$ cat config.mk
export PLATFORM = sky130hd
export DESIGN_NAME = word_serializer_32
export DESIGN_NICKNAME = d
export VERILOG_FILES = /design/src/rtl/word_serializer_32.sv
export SDC_FILE = /design/constraint.sdc
export NUM_CORES = 1
export LEC_CHECK = 0
export ABC_CLOCK_PERIOD_IN_PS = 2050
export BUFFER_PORTS_ARGS = -buffer_cell sky130_fd_sc_hd__buf_2
export CORE_UTILIZATION = 54
export DETAILED_ROUTE_END_ITERATION = 16
export PLACE_DENSITY = 0.79
export SLEW_MARGIN = 0
export SYNTH_ARGS = -nofsm -noshare
export SYNTH_HDL_FRONTEND = slang
export SYNTH_SLANG_ARGS = --single-unit
$ cat constraint.sdc
create_clock -name clk_i -period 2.05 [get_ports clk_i]
set_clock_uncertainty 0.1 [all_clocks]
set_input_delay 0.1025 -clock clk_i [delete_from_list [all_inputs] [get_ports clk_i]]
set_output_delay 0.1025 -clock clk_i [all_outputs]
set_load 0.005 [all_outputs]
$ cat src/rtl/word_serializer_32.sv
// Parallel-to-serial converter: takes one WIDTH-bit word over valid/ready and emits it one bit
// per accepted beat, flagging words made of a single replicated bit on the last beat.
module word_serializer_32 #(
  parameter int unsigned WIDTH     = 32,
  parameter int unsigned LSB_FIRST = 1
) (
  input  logic             clk_i,
  input  logic             rst_ni,
  input  logic             in_valid_i,
  output logic             in_ready_o,
  input  logic [WIDTH-1:0] in_data_i,
  output logic             out_valid_o,
  input  logic             out_ready_i,
  output logic             out_bit_o,
  output logic             out_last_o,
  output logic             uniform_o,
  output logic             busy_o
);

  localparam int unsigned CntW = (WIDTH > 2) ? $clog2(WIDTH) : 1;
  localparam logic [CntW-1:0] LastCnt = CntW'(WIDTH - 1);

  typedef enum logic [0:0] {StIdle, StShift} state_e;

  state_e           state_q, state_d;
  logic [WIDTH-1:0] shift_q, shift_d;
  logic [CntW-1:0]  count_q, count_d;
  logic             uniform_q, uniform_d;

  logic             is_shift;
  logic             head_bit;
  logic             at_last;

  always_ff @(posedge clk_i or negedge rst_ni) begin
    if (!rst_ni) begin
      state_q   <= StIdle;
      shift_q   <= '0;
      count_q   <= '0;
      uniform_q <= 1'b0;
    end else begin
      state_q   <= state_d;
      shift_q   <= shift_d;
      count_q   <= count_d;
      uniform_q <= uniform_d;
    end
  end

  always_comb begin
    state_d   = state_q;
    shift_d   = shift_q;
    count_d   = count_q;
    uniform_d = uniform_q;
    unique case (state_q)
      StIdle: begin
        if (in_valid_i) begin
          shift_d   = in_data_i;
          count_d   = '0;
          uniform_d = (&in_data_i) | ~(|in_data_i);
          state_d   = StShift;
        end
      end
      StShift: begin
        if (out_ready_i) begin
          if (count_q == LastCnt) begin
            state_d = StIdle;
            count_d = '0;
            shift_d = '0;
          end else begin
            count_d = count_q + 1'b1;
            // Move the next bit toward the output end, zero-filling behind it.
            if (LSB_FIRST != 0) begin
              shift_d = {1'b0, shift_q[WIDTH-1:1]};
            end else begin
              shift_d = {shift_q[WIDTH-2:0], 1'b0};
            end
          end
        end
      end
      default: state_d = StIdle;
    endcase
  end

  assign is_shift = (state_q == StShift);
  assign head_bit = (LSB_FIRST != 0) ? shift_q[0] : shift_q[WIDTH-1];
  assign at_last  = is_shift & (count_q == LastCnt);

  always_comb begin
    in_ready_o  = ~is_shift;
    out_valid_o = is_shift;
    busy_o      = is_shift;
    out_bit_o   = is_shift & head_bit;
    out_last_o  = at_last;
    uniform_o   = at_last & uniform_q;
  end

endmodule
==> impl_metrics.yaml <==
global_routing:
  grt_overflow: 0
  grt_usage_pct: 24.5
  antenna_found_initial: 0
  grt_start_max_net_pins: 40
  grt_first_pass_wirelength_um: 7600
  grt_pass1_vias: 1750
layout:
  drive_above_1_share_pct: 24.0
  nets: 312
  area.growth.synth_to_final_pct: 18.1
  n_antenna_cell: 0
  final_core_util_pct: 68.7
floorplan:
  io_pins: 42
  dieWidth_um: 62.9
  fp.dieArea_um2: 3950
  start_util_pct: 58.2
  die_h_um: 62.9
  rows: 21
  core-area_um2: 3440
yosys:
  synthMuxAreaShare_pct: 0.563
  syn_inst: 232
  yosys-top-cells-count: "39 x dfrtp_1, 35 x nand2_1, 33 x a21oi_1, 33 x nor2_1, 22 x o21ai_0"
  yosysWarnings: 0
  synth_area_um2: 2000
  synthArstFlopShare_pct: 100
  synth_top_family_by_area: "simple AND/OR/NAND/NOR gates"
  synth_fa_ha_area_share_pct: 1.25
  yosysMostFrequentCell: "dfrtp_1"
  synth-edff-count: 0
  yosys_most_used_dff: "dfrtp_1"
  synth_top_area_cell: "dfrtp_1"
  yosysTopAreaCellShare_pct: 48.8
  synth_seq_cells: 39
  seq_area_frac_synth_pct: 48.8
  synth_compound_area_share_pct: 20.3
  synth.area.top_cells: "dfrtp_1 49%, a21oi_1 8.3%, nand2_1 6.6%"
  synth_xor_area_share_pct: 0
  ys_types: 26
  syn_avg_cell_area_um2: 8.63
  synthSimpleGateAreaFrac_pct: 24.7
  synth_nets: 270
timing:
  setup_tns_ns: 0
  min_period_ns: 1.88
  max_freq_mhz: 531
  post-route-period-util_pct: 91.9
  drv_slew: 0
  rsz0062_at_grt: "no"
  slew_headroom_pct: 44.3
  hold_viol_final: 0
  setup_viol: 0
  max_slew.worst_pin.slew_ns: 0.836
min_path:
  worstHoldPathType: "primary input to register"
detailed_routing:
  routed-via-count: 1846
  drtPass1Iterations: 4
  highest_layer: "met4"
  drtIter0Drc: 207
  wl_per_cell_um: 13.5
  drcViolationCount: 0
  drtAntennaViolNets: 0
  wl_um: 4330
  wl_met3_um: 283
  vias_per_cell: 5.75
  dr_wl_met2_um: 1990
  wl_met1_um: 2000
worst_setup_path:
  crit_chain: "ha_1, and3_1, ha_1, and2_1, buf_2"
  cp_top_family: "adder cells"
  path_depth: 5
  path_class: "register to output port"
  r2r-end: "count_q[0]"
  reg2reg_slack_ns: 0.20
  reg2reg_depth: 6
  crit_fanout: 6
  r2r-start: "count_q[0]"
  cp-end-kind: "output port"
  cp_num_buf_inv: 1
  cp_slowest_cell: "dfrtp_1"
  cp_common_cell: "ha_1"
  arrival_ns: 1.68
  max_stage_delay_ns: 0.41
  endpoint: "out_last_o"
  critical_path_required_ns: 1.85
  crit_path_start_kind: "register"
  crit_start: "count_q[0]"
clock_tree:
  clk_latency_ns: 0.30
  clkSinkCount: 39
  cts-root-buf: "clkbuf_8"
  numCtsBuffers: 5
  htreeDepth: 2
  clockBufferDepth: 2
  clk_pin_slew_ns: 0.08
  cts_tree: "yes"
place:
  hpwl_um: 3050
  port_buffers: 41
  gp_congestion: 0.812
flow_run:
  drv_cap: 0
outcome:
  status: "finished, final reports clean"
pwr:
  ir_drop_uv: 554
  p_leak_nw: 1.08
  power.density_nw_per_um2: 933
[area by class of cell]
type / count / area, µm²
Multi-Input combinational cell: 178 / 937
Fill cell: 287 / 1080
Clock inverter: 3 / 20.0
Tap cell: 46 / 57.6
Sequential cell: 39 / 976
Timing Repair Buffer: 49 / 298
Inverter: 1 / 6.26
Clock buffer: 5 / 68.8
[how the worst min path moves through the flow]
stage | cells after the start | slack (ns) | end | startpoint
5_1_grt | 2 | 0.03 | shift_q[31] | in_data_i[31]
3_5_place_dp | 1 | 0.16 | shift_q[17] | rst_ni
4_1_cts | 2 | 0.001 | shift_q[31] | in_data_i[31]
3_3_place_gp | 1 | 0.17 | shift_q[17] | rst_ni
6_report | 2 | 0.006 | shift_q[31] | in_data_i[31]
2_1_floorplan | 0 | -0.29 | busy_o | rst_ni
[layout by cell type (no fill, tap or decap), types with 3 or more instances in the layout]
cell / Yosys / layout
buf_4: 5 / 3
buf_2: 9 / 41
nor4_2: 4 / 4
nor2_1: 33 / 33
nor4_1: 6 / 6
nand2_1: 35 / 35
and3_1: 3 / 3
o21ai_1: 11 / 11
o21ai_0: 22 / 22
a21oi_1: 33 / 33
dfrtp_1: 39 / 39
nand4_1: 10 / 10
o22ai_1: 3 / 3
dlygate4sd3_1: 0 / 3
and2_1: 3 / 3
clkbuf_8: 0 / 5
a32o_1: 3 / 3
[sequential cells by signal, summed over array words and instances (netlist names)]
register	flops
shift_q	32
busy_o	1
count_q	5
uniform_q	1
[power breakdown]
part / switching (mW) / internal [mW]
Clock: 0.275 / 0.236
Sequential: 0.150 / 1.02
Combinational: 0.277 / 0.246
[kinds of logic (layout without fill, tap and decap cells)]
family,count (synthesis),count (layout)
simple gates,100,100
compound gates,75,75
flops,39,39
buf+inv,15,58
fa+ha+maj,2,2
mux,1,1
[routing by layer]
metal / vias to the layer above / GRT usage, %
li1: 902 / -
met1: 864 / 33.7
met2: 70 / 37.8
met3: 10 / 5.11
met4: 0 / 9.59
met5: - / 0
[timing repair]
| action | 4_1_cts | 5_1_grt |
|---|---|---|
| resized for setup | 0 | 0 |
| hold buffers | 3 | 0 |
| endpoints found under the hold margin | 43 | 0 |
| endpoints found under the setup margin | 0 | 0 |
| buffers inserted | 0 | 0 |
[stage by stage]
stage | instance area, µm² | setup WS [ns] | std cells | power, mW | hold slack [ns]
4_1_cts | 2360 | 0.147 | 321 | 2.22 | 0.00111
6_report | 2360 | 0.166 | 321 | 2.21 | 0.00584
3_5_place_dp | 2240 | 0.211 | 310 | 1.70 | 0.156
2_1_floorplan | 2000 | 0.307 | 232 | 1.51 | -0.293
5_1_grt | 2360 | 0.0619 | 321 | 2.36 | 0.0303
3_3_place_gp | 2240 | 0.250 | 310 | 1.68 | 0.165
Power figures use the tool's default switching activity.
